[config.mk]
export PLATFORM = sky130hd
export DESIGN_NAME = pc_fetch_seq
export DESIGN_NICKNAME = d
export VERILOG_FILES = /design/src/rtl/nrisc_pkg.sv /design/src/rtl/pc_next_calc.sv /design/src/rtl/pc_fetch_seq.sv
export SDC_FILE = /design/constraint.sdc
export NUM_CORES = 1
export LEC_CHECK = 0
export ABC_AREA = 0
export ABC_CLOCK_PERIOD_IN_PS = 2800
export BUFFER_PORTS_ARGS = -buffer_cell sky130_fd_sc_hd__buf_2
export CAP_MARGIN = 20
export CORE_MARGIN = 8
export CORE_UTILIZATION = 46
export CTS_CLUSTER_DIAMETER = 150
export DETAILED_ROUTE_END_ITERATION = 10
export PLACE_DENSITY = 0.83
export SYNTH_ARGS = -nofsm -noshare
export SYNTH_HDL_FRONTEND = slang
export SYNTH_HIERARCHICAL = 1
export SYNTH_SLANG_ARGS = --single-unit
[constraint.sdc]
create_clock -name clock -period 2.8 [get_ports clock]
set_clock_uncertainty 0.1 [all_clocks]
set_input_delay 0.42 -clock clock [delete_from_list [all_inputs] [get_ports clock]]
set_output_delay 0.42 -clock clock [all_outputs]
set_load 0.005 [all_outputs]
[src/rtl/nrisc_pkg.sv]
// Shared nRisc definitions: opcodes, fetch-sequencer state encoding and default widths.
package nrisc_pkg;

    localparam int ADDR_W_DEF  = 8;
    localparam int INSTR_W_DEF = 8;

    localparam logic [2:0] OP_ADD  = 3'd0;
    localparam logic [2:0] OP_MOVE = 3'd1;
    localparam logic [2:0] OP_SLT  = 3'd2;
    localparam logic [2:0] OP_BEQ  = 3'd3;
    localparam logic [2:0] OP_JMP  = 3'd4;
    localparam logic [2:0] OP_SW   = 3'd5;
    localparam logic [2:0] OP_LW   = 3'd6;
    localparam logic [2:0] OP_HALT = 3'd7;

    typedef enum logic [2:0] {
        ST_IDLE   = 3'd0,
        ST_FETCH  = 3'd1,
        ST_DECODE = 3'd2,
        ST_EXEC   = 3'd3,
        ST_HALT   = 3'd4
    } state_t;

endpackage

[src/rtl/pc_next_calc.sv]
// Combinational next-PC selection: jump, taken branch, or sequential, all modulo 2^ADDR_W.
module pc_next_calc #(
    parameter int ADDR_W = 8
) (
    input  logic [ADDR_W-1:0] pc,
    input  logic [4:0]        imm,
    input  logic              jump,
    input  logic              branch,
    input  logic              zero,
    output logic [ADDR_W-1:0] next_pc
);

    logic [ADDR_W-1:0] pc_seq;
    logic [ADDR_W-1:0] offset;

    assign pc_seq = pc + ADDR_W'(1);
    assign offset = {{(ADDR_W-5){imm[4]}}, imm};

    // Explicit == 1'b1 tests so that x/z on a control line reads as not asserted.
    always_comb begin
        next_pc = pc_seq;
        if (jump == 1'b1) begin
            next_pc = {pc[ADDR_W-1:5], imm};
        end else if (branch == 1'b1 && zero == 1'b1) begin
            next_pc = pc_seq + offset;
        end
    end

endmodule

[src/rtl/pc_fetch_seq.sv]
// nRisc instruction fetch / PC sequencer: fetches over req/ack, holds IR, and steps the PC
// from the control unit's Branch/Jump/EscPc decisions.
module pc_fetch_seq
    import nrisc_pkg::*;
#(
    parameter int                ADDR_W   = ADDR_W_DEF,
    parameter int                INSTR_W  = INSTR_W_DEF,
    parameter logic [ADDR_W-1:0] RESET_PC = '0
) (
    input  logic               clock,
    input  logic               reset,
    input  logic               start,
    output logic               imem_req,
    output logic [ADDR_W-1:0]  imem_addr,
    input  logic               imem_ack,
    input  logic [INSTR_W-1:0] imem_data,
    output logic [2:0]         OPcode,
    output logic [4:0]         imm,
    input  logic               Branch,
    input  logic               Jump,
    input  logic               EscPc,
    input  logic               zero,
    input  logic               exec_done,
    output logic [ADDR_W-1:0]  pc,
    output logic               busy,
    output logic               halted,
    output state_t             dbg_state
);

    // Handshake: imem_req is held high for every FETCH cycle with imem_addr = pc; a fetch
    // completes on the first cycle imem_ack is high while in FETCH (same cycle allowed).
    // imem_ack in any other state is ignored.

    localparam logic [INSTR_W-1:0] IR_RESET = {3'b111, {(INSTR_W-3){1'b0}}};

    state_t              state_q, state_d;
    logic [INSTR_W-1:0]  ir_q;
    logic [ADDR_W-1:0]   pc_q;
    logic [ADDR_W-1:0]   next_pc;
    logic                ir_load;
    logic                pc_load;

    pc_next_calc #(.ADDR_W(ADDR_W)) u_next (
        .pc      (pc_q),
        .imm     (ir_q[4:0]),
        .jump    (Jump),
        .branch  (Branch),
        .zero    (zero),
        .next_pc (next_pc)
    );

    always_ff @(posedge clock) begin
        if (reset) begin
            state_q <= ST_IDLE;
            ir_q    <= IR_RESET;
            pc_q    <= RESET_PC;
        end else begin
            state_q <= state_d;
            if (ir_load) ir_q <= imem_data;
            if (pc_load) pc_q <= next_pc;
        end
    end

    always_comb begin
        state_d = state_q;
        ir_load = 1'b0;
        pc_load = 1'b0;
        case (state_q)
            ST_IDLE: begin
                if (start == 1'b1) state_d = ST_FETCH;
            end
            ST_FETCH: begin
                if (imem_ack == 1'b1) begin
                    ir_load = 1'b1;
                    state_d = ST_DECODE;
                end
            end
            ST_DECODE: state_d = ST_EXEC;
            ST_EXEC: begin
                if (exec_done == 1'b1) begin
                    // Anything but a clean 1 on EscPc stops the core with pc untouched.
                    if (EscPc == 1'b1) begin
                        pc_load = 1'b1;
                        state_d = ST_FETCH;
                    end else begin
                        state_d = ST_HALT;
                    end
                end
            end
            ST_HALT: state_d = ST_HALT;
            default: state_d = ST_IDLE;
        endcase
    end

    assign imem_req  = (state_q == ST_FETCH);
    assign imem_addr = pc_q;
    assign OPcode    = ir_q[INSTR_W-1 -: 3];
    assign imm       = ir_q[4:0];
    assign pc        = pc_q;
    assign busy      = (state_q == ST_FETCH) || (state_q == ST_DECODE) || (state_q == ST_EXEC);
    assign halted    = (state_q == ST_HALT);
    assign dbg_state = state_q;

endmodule

Word-level counts from Yosys, hierarchy flattened
Index checks and enable logic that the tools add are counted.
{ "totals": {"register_bits": 19, "latch_bits": 0, "ram_bits": 0, "romBits": 0, "in_bits": 17, "output_inout_bits": 30, "word_cells": 32, "memories": 0} }
{ "op_classes": {"addsub": 2, "n_mul": 0, "div_mod_pow": 0, "order_cmp": 0, "eq_ne": 7, "shift": 0, "n_mux": 12, "n_bitwise": 1, "reduce_logical": 6} }
{ "op_table": {"columns": ["op", "n"], "rows": [
  ["3-bit one-hot mux with 5 select lines", 1],
  ["3-bit two-way mux", 4],
  ["8-bit by 1-bit adder with 8-bit output (second input constant)", 1],
  ["8-bit adder", 1],
  ["8-bit two-way mux", 1],
  ["3-bit by 2-bit equality test with 1-bit output (second input constant)", 2],
  ["1-bit two-way mux", 5],
  ["5-bit two-way mux", 1],
  ["2-bit != test (second input constant)", 2],
  ["3-bit by 1-bit equality test with 1-bit output (second input constant)", 1],
  ["3-bit equality test (second input constant)", 1],
  ["3-bit logical NOT", 1],
  ["3-bit AND reduction", 1],
  ["1-bit logical OR", 2],
  ["2-bit by 1-bit != test with 1-bit output (second input constant)", 1],
  ["2-bit AND reduction", 1],
  ["1-bit logical AND", 1],
  ["1-bit NOT", 1]
]} }

Longest topological paths before layout
{ "depth": {"depth_word": 4, "ltp_mapped": 13, "mapped_depth_nobuf": 13} }

Cells and area by module
Netlist, hierarchy kept.
{ "by_module_without_submodules": {"columns": ["mod", "n_inst", "cells_each", "area_each_um2", "seq_area_each_um2"], "rows": [
  ["pc_fetch_seq", 1, 92, 893.4, 380.4],
  ["pc_next_calc", 1, 90, 614.3, 0.0]
]} }

Worst setup path after synthesis
OpenSTA, ideal clock, no wires.
{ "synth_timing": {"path_type": "register to register", "startpoint": "reg pc_q[0], in the netlist imem_addr[0]", "endpoint": "reg pc_q[7], in the netlist imem_addr[7]", "setup_ns": 0.135, "arrival_ns": 2.497, "required_time_ns": 2.565, "setup_slack_ns": 0.068, "stages_incl_launch_ff": 13, "path_buffers": 0, "period_less_slack_ns": 2.732, "cell_sequence": "dfxtp_1 > ha_1 > nand3_1 > xnor2_1 > ha_1 > o211ai_1 > o21ai_1 > o221ai_1 > o2111a_1 > nor4_1 > o2111ai_1 > nand2b_1 > mux2i_1"} }
{ "synth_via": {"elab_chain_len": 3} }
{ "synth_lines": {"columns": ["item", "line_no", "source"], "rows": [
  ["start, declared", "pc_fetch_seq.sv:38", "logic [ADDR_W-1:0] pc_q;"],
  ["start signal, assigned", "pc_fetch_seq.sv:60", "if (pc_load) pc_q <= next_pc;"],
  ["8-bit by 1-bit adder with 8-bit output (*)", "pc_next_calc.sv:16", "assign pc_seq = pc + ADDR_W'(1);"],
  ["8-bit adder", "pc_next_calc.sv:25", "next_pc = pc_seq + offset;"],
  ["8-bit two-way mux (*)", "pc_next_calc.sv:24", "end else if (branch == 1'b1 && zero == 1'b1) begin"]
]} }
Every way passes the cells marked *; elsewhere a longest branch is shown, timed or not.
A chain may end at the register's enable or synchronous reset.

Final worst setup path
{ "layout_timing": {"startpoint": "reg pc_q[1], in the netlist imem_addr[1]", "endpoint": "reg pc_q[7], in the netlist imem_addr[7]"} }
The elaborated chain is that of the path after synthesis.

==> impl.org <==
** STA
- Portion of the clock cycle consumed by the worst path in the final layout :: a little over nine tenths
- Setup violations remaining at the end of the flow were counted as 0.
- The final number of hold-violating endpoints was 0.
- At the pin with the least slew margin, the transition time is roughly 0.53 ns.
- Measured against its own limit, the worst slew margin works out to approximately 64%.
- Once routing completed, OpenROAD measured the worst setup slack at roughly 0.18 ns.
- Minimum clock period after layout :: 2.62 ns
- Setup repair after global routing could not meet its margin everywhere.
- Setup total negative slack on the finished layout was measured at 0 ns.
- Max Slew Vio Count :: 0
- Maximum clock frequency :: 0.381 GHz

** Logic synthesis
- Each instance of the synthesized netlist takes up on average approximately 8.3 um^2.
- Distinct cells, synth :: 49
- Post-Syn Area :: between 1500 and 2000 um^2
- Synthesis warning total :: 6
- The synthesized netlist devotes ~8.8% of its cell area to adder and majority cells.
- The synthesized design contains 0 enable-type register cells.
- Share of flip-flops with an asynchronous set or reset :: 0%
- FF+latch count, synth :: 19
- Summing the areas of all compound-gate instances in the mapped netlist gives 14.9% of the synthesized area.
- In the synthesized netlist, the number of instances is between 150 and 200.
- Dominant combinational cell family by area after synthesis :: simple AND/OR/NAND/NOR gates
- Commonest register cell after synthesis :: sky130_fd_sc_hd__dfxtp_1
- Post-Syn Nets :: 209
- Share of the synthesized netlist area taken by xor and xnor gates :: under 10%
- The synthesized netlist devotes a little over a quarter of its cell area to simple gates.
- Part of the Yosys area used for sequential elements :: between 20% and 30%
- Multiplexer share of the synthesized area :: 10.8%

** GRT
- Initial antenna violation count :: 0
- Met3 usage :: 2.72%
- For this run, global-route usage on met2 was measured as 20.9%.
- Number of global-route vias before repair :: 1255
- Overflow left after global routing :: 0
- Global-route wire length before repair :: about 5.8 mm
- Pin count of the biggest net entering global routing :: 28
- The global routing stage identified its most utilized layer as met2.
- Global routing used 13.3% of the available tracks.
- Global routing used 17.6% of the available met1 tracks.

** CTS
- Clock insertion delay at the later pin of the skew report :: roughly 0.30 ns
- TritonCTS built the clock tree.
- CTS HTree Levels :: 1
- Num Clock Sinks :: 19
- CTS Hold Buffers Added :: 0
- The tree is rooted in a sky130_fd_sc_hd__clkbuf_4.
- Post-CTS clock slew at the launch and capture registers of the worst setup and hold paths :: ~0.11 ns
- In this run, CTS created clock tree buffers numbering 3.
- Counting along the longest clock path gives a buffer depth of 2.

** Cells and area
- Antenna cells :: 0
- Compared with the post-synthesis result, the final layout area differs by 28.7%.
- In the final layout, the share of cells above drive strength 1 is 41.2%.
- Number of nets in the final layout :: about 250

** Worst hold path
- The startpoint identified for the worst hold timing path is imem_data[6].
- The tightest min-delay check is of the primary input to register type.

** Place
- Before CTS, the worst setup slack after placement is -0.104 ns.
- Detailed placement ended at an HPWL of roughly 2.6 mm.
- Number of buffers inserted by port buffering :: 46
- The congestion estimate from routability-driven global placement came to 0.849.

** Power
- Power per cell area :: about 280 nW/um^2
- For this design the static power due to leakage is around 0.87 nW.
- VDD sags by at most 0.163 mV.
- Power comes to roughly 0.55 mW.

** Worst setup path
- The critical path is of the register to register type.
- Launch point of the worst path :: imem_addr[1]
- The startpoint identified for the worst register-to-register timing path is imem_addr[1].
- Slowest cell on the critical path :: sky130_fd_sc_hd__dfxtp_4
- STA classifies the critical path startpoint as a register.
- Chain of cells forming the critical path :: ha_4 -> nand3_4 -> nor2_2 -> xnor2_1 -> ha_1 -> a21oi_2 -> o221ai_2 -> o2111a_1 -> nor4_2 -> o2111ai_1 -> nand2b_1 -> mux2i_1
- Max Fanout on Critical Path :: 5
- At the worst endpoint, the required time is 2.89 ns.
- Endpoint kind of the worst setup timing path :: register
- Worst EP arrival :: 2.71 ns
- On the critical path the largest part of the delay comes from compound AO/OA/AOI/OAI gates.
- Critical path buffers and inverters :: 0
- The largest single stage delay on the critical path is 0.39 ns.

** Floorplan
- Total I/O pin count :: 47
- Die Area :: between 5000 and 6000 um^2
- Vertical extent of the die :: 73.3 um
- The initial utilization of the core area, before any placement, comes to about half.
- After floorplanning, the core was divided into 20 placement rows.
- Area of the core region :: roughly 3100 um^2
- Die X :: 73.3 um

** Drt
- Wirelength per Cell :: 14.5 um
- Wires add up to 3.92 mm.
- After detailed routing, the number of remaining DRC violations is 0.
- Using the TritonRoute via totals, the vias-per-cell ratio works out to between 5 and 6.
- Starting DRT DRC Count :: 87
- Before antenna repair, the detailed router went through 4 iterations.
- Antenna violation net count after detailed routing :: 0
- Summing over every cut layer, the via total after detailed routing is between 1k and 1.5k.

** Outcome
- Run status :: finished clean

** Flow run
- Maxcap violations :: 0
[worst paths after layout]
check / cells past startpoint / slack, ns / endpoint
hold / removal: 2 / 0.21 / ir_q[6]
hold reg to reg: 2 / 0.42 / imem_addr[6]
setup / recovery: 12 / 0.18 / imem_addr[7]
setup reg to reg: 12 / 0.18 / imem_addr[7]
[registers in the layout, summed over array words and instances, names as in the netlist]
signal     count
imem_addr      8
ir_q           8
dbg_state      3
[per-layer routing]
metal  vias to the layer above  wire (um)
met1                       669       1640
met3                         8        269
met2                        64       1910
met5                         -          0
li1                        716          -
met4                         0        104
[final cells by class]
class,count,area [um^2]
timing repair buffer,56,305
multi-input combinational,142,1140
clock buffer,4,26.3
fill,246,1140
sequential,19,394
inverter,5,18.8
tap,44,55.1
[metrics by stage]
step	util, %	hold WS (ns)	std cells	area (um^2)
6_report	63.0	0.210	270	1940
5_1_grt	63.0	0.202	270	1940
4_1_cts	58.0	0.205	267	1790
3_5_place_dp	56.0	0.403	261	1720
3_3_place_gp	56.0	0.390	261	1720
2_1_floorplan	-	0.394	182	1510
[where the power goes]
group / switching (mW) / total, mW / internal, mW
Combinational: 0.0569 / 0.115 / 0.0576
Clock: 0.0898 / 0.145 / 0.0555
Sequential: 0.0135 / 0.291 / 0.277
[cells in the mapped netlist, drive strengths merged, types with 4 or more instances]
| cell type | count | area share [%] |
|---|---|---|
| dfxtp | 19 | 25 |
| nand2b | 17 | 7.1 |
| nand2 | 16 | 4.0 |
| nor2 | 16 | 4.1 |
| mux2i | 14 | 9.3 |
| buf | 13 | 6.4 |
| a21oi | 12 | 4.0 |
| ha | 9 | 7.5 |
| xnor2 | 6 | 3.5 |
| o21ai | 5 | 1.7 |
| a21o | 4 | 2.0 |
| inv | 4 | 1.0 |
| nand3 | 4 | 1.7 |
| nor2b | 4 | 2.0 |
| nor3 | 4 | 1.3 |
| xor2 | 4 | 2.3 |
[repair_timing]
action                                  in CTS  in global routing
pin swaps                                    3                  9
setup buffers                                2                  3
endpoints found under the setup margin       1                  2
resized for setup                            6                 25
[placed cells by master (no fill, tap or decap), drive strengths merged, types with 2 or more instances in the layout]
cell type and instances:
buf 56, dfxtp 19, nand2b 17, nand2 16
nor2 16, mux2i 14, a21oi 12, ha 9
xnor2 6, o21ai 5, nor3 4, a21o 4
inv 4, clkbuf 4, xor2 4, nor2b 4
nand3 4, a211o 3, a211oi 2, mux2 2
and3b 2, or2 2
[cell families (layout without fill, tap and decap cells)]
| group | Yosys count | after routing |
|---|---|---|
| AND/OR/NAND/NOR | 72 | 72 |
| multiplexers | 16 | 16 |
| AO/OA/AOI/OAI | 34 | 34 |
| flip-flops | 19 | 19 |
| XOR/XNOR | 10 | 10 |
| buffers and inverters | 21 | 65 |
| adder cells (fa/ha/maj) | 10 | 10 |
Note: power is estimated with default switching activity, not from simulation.
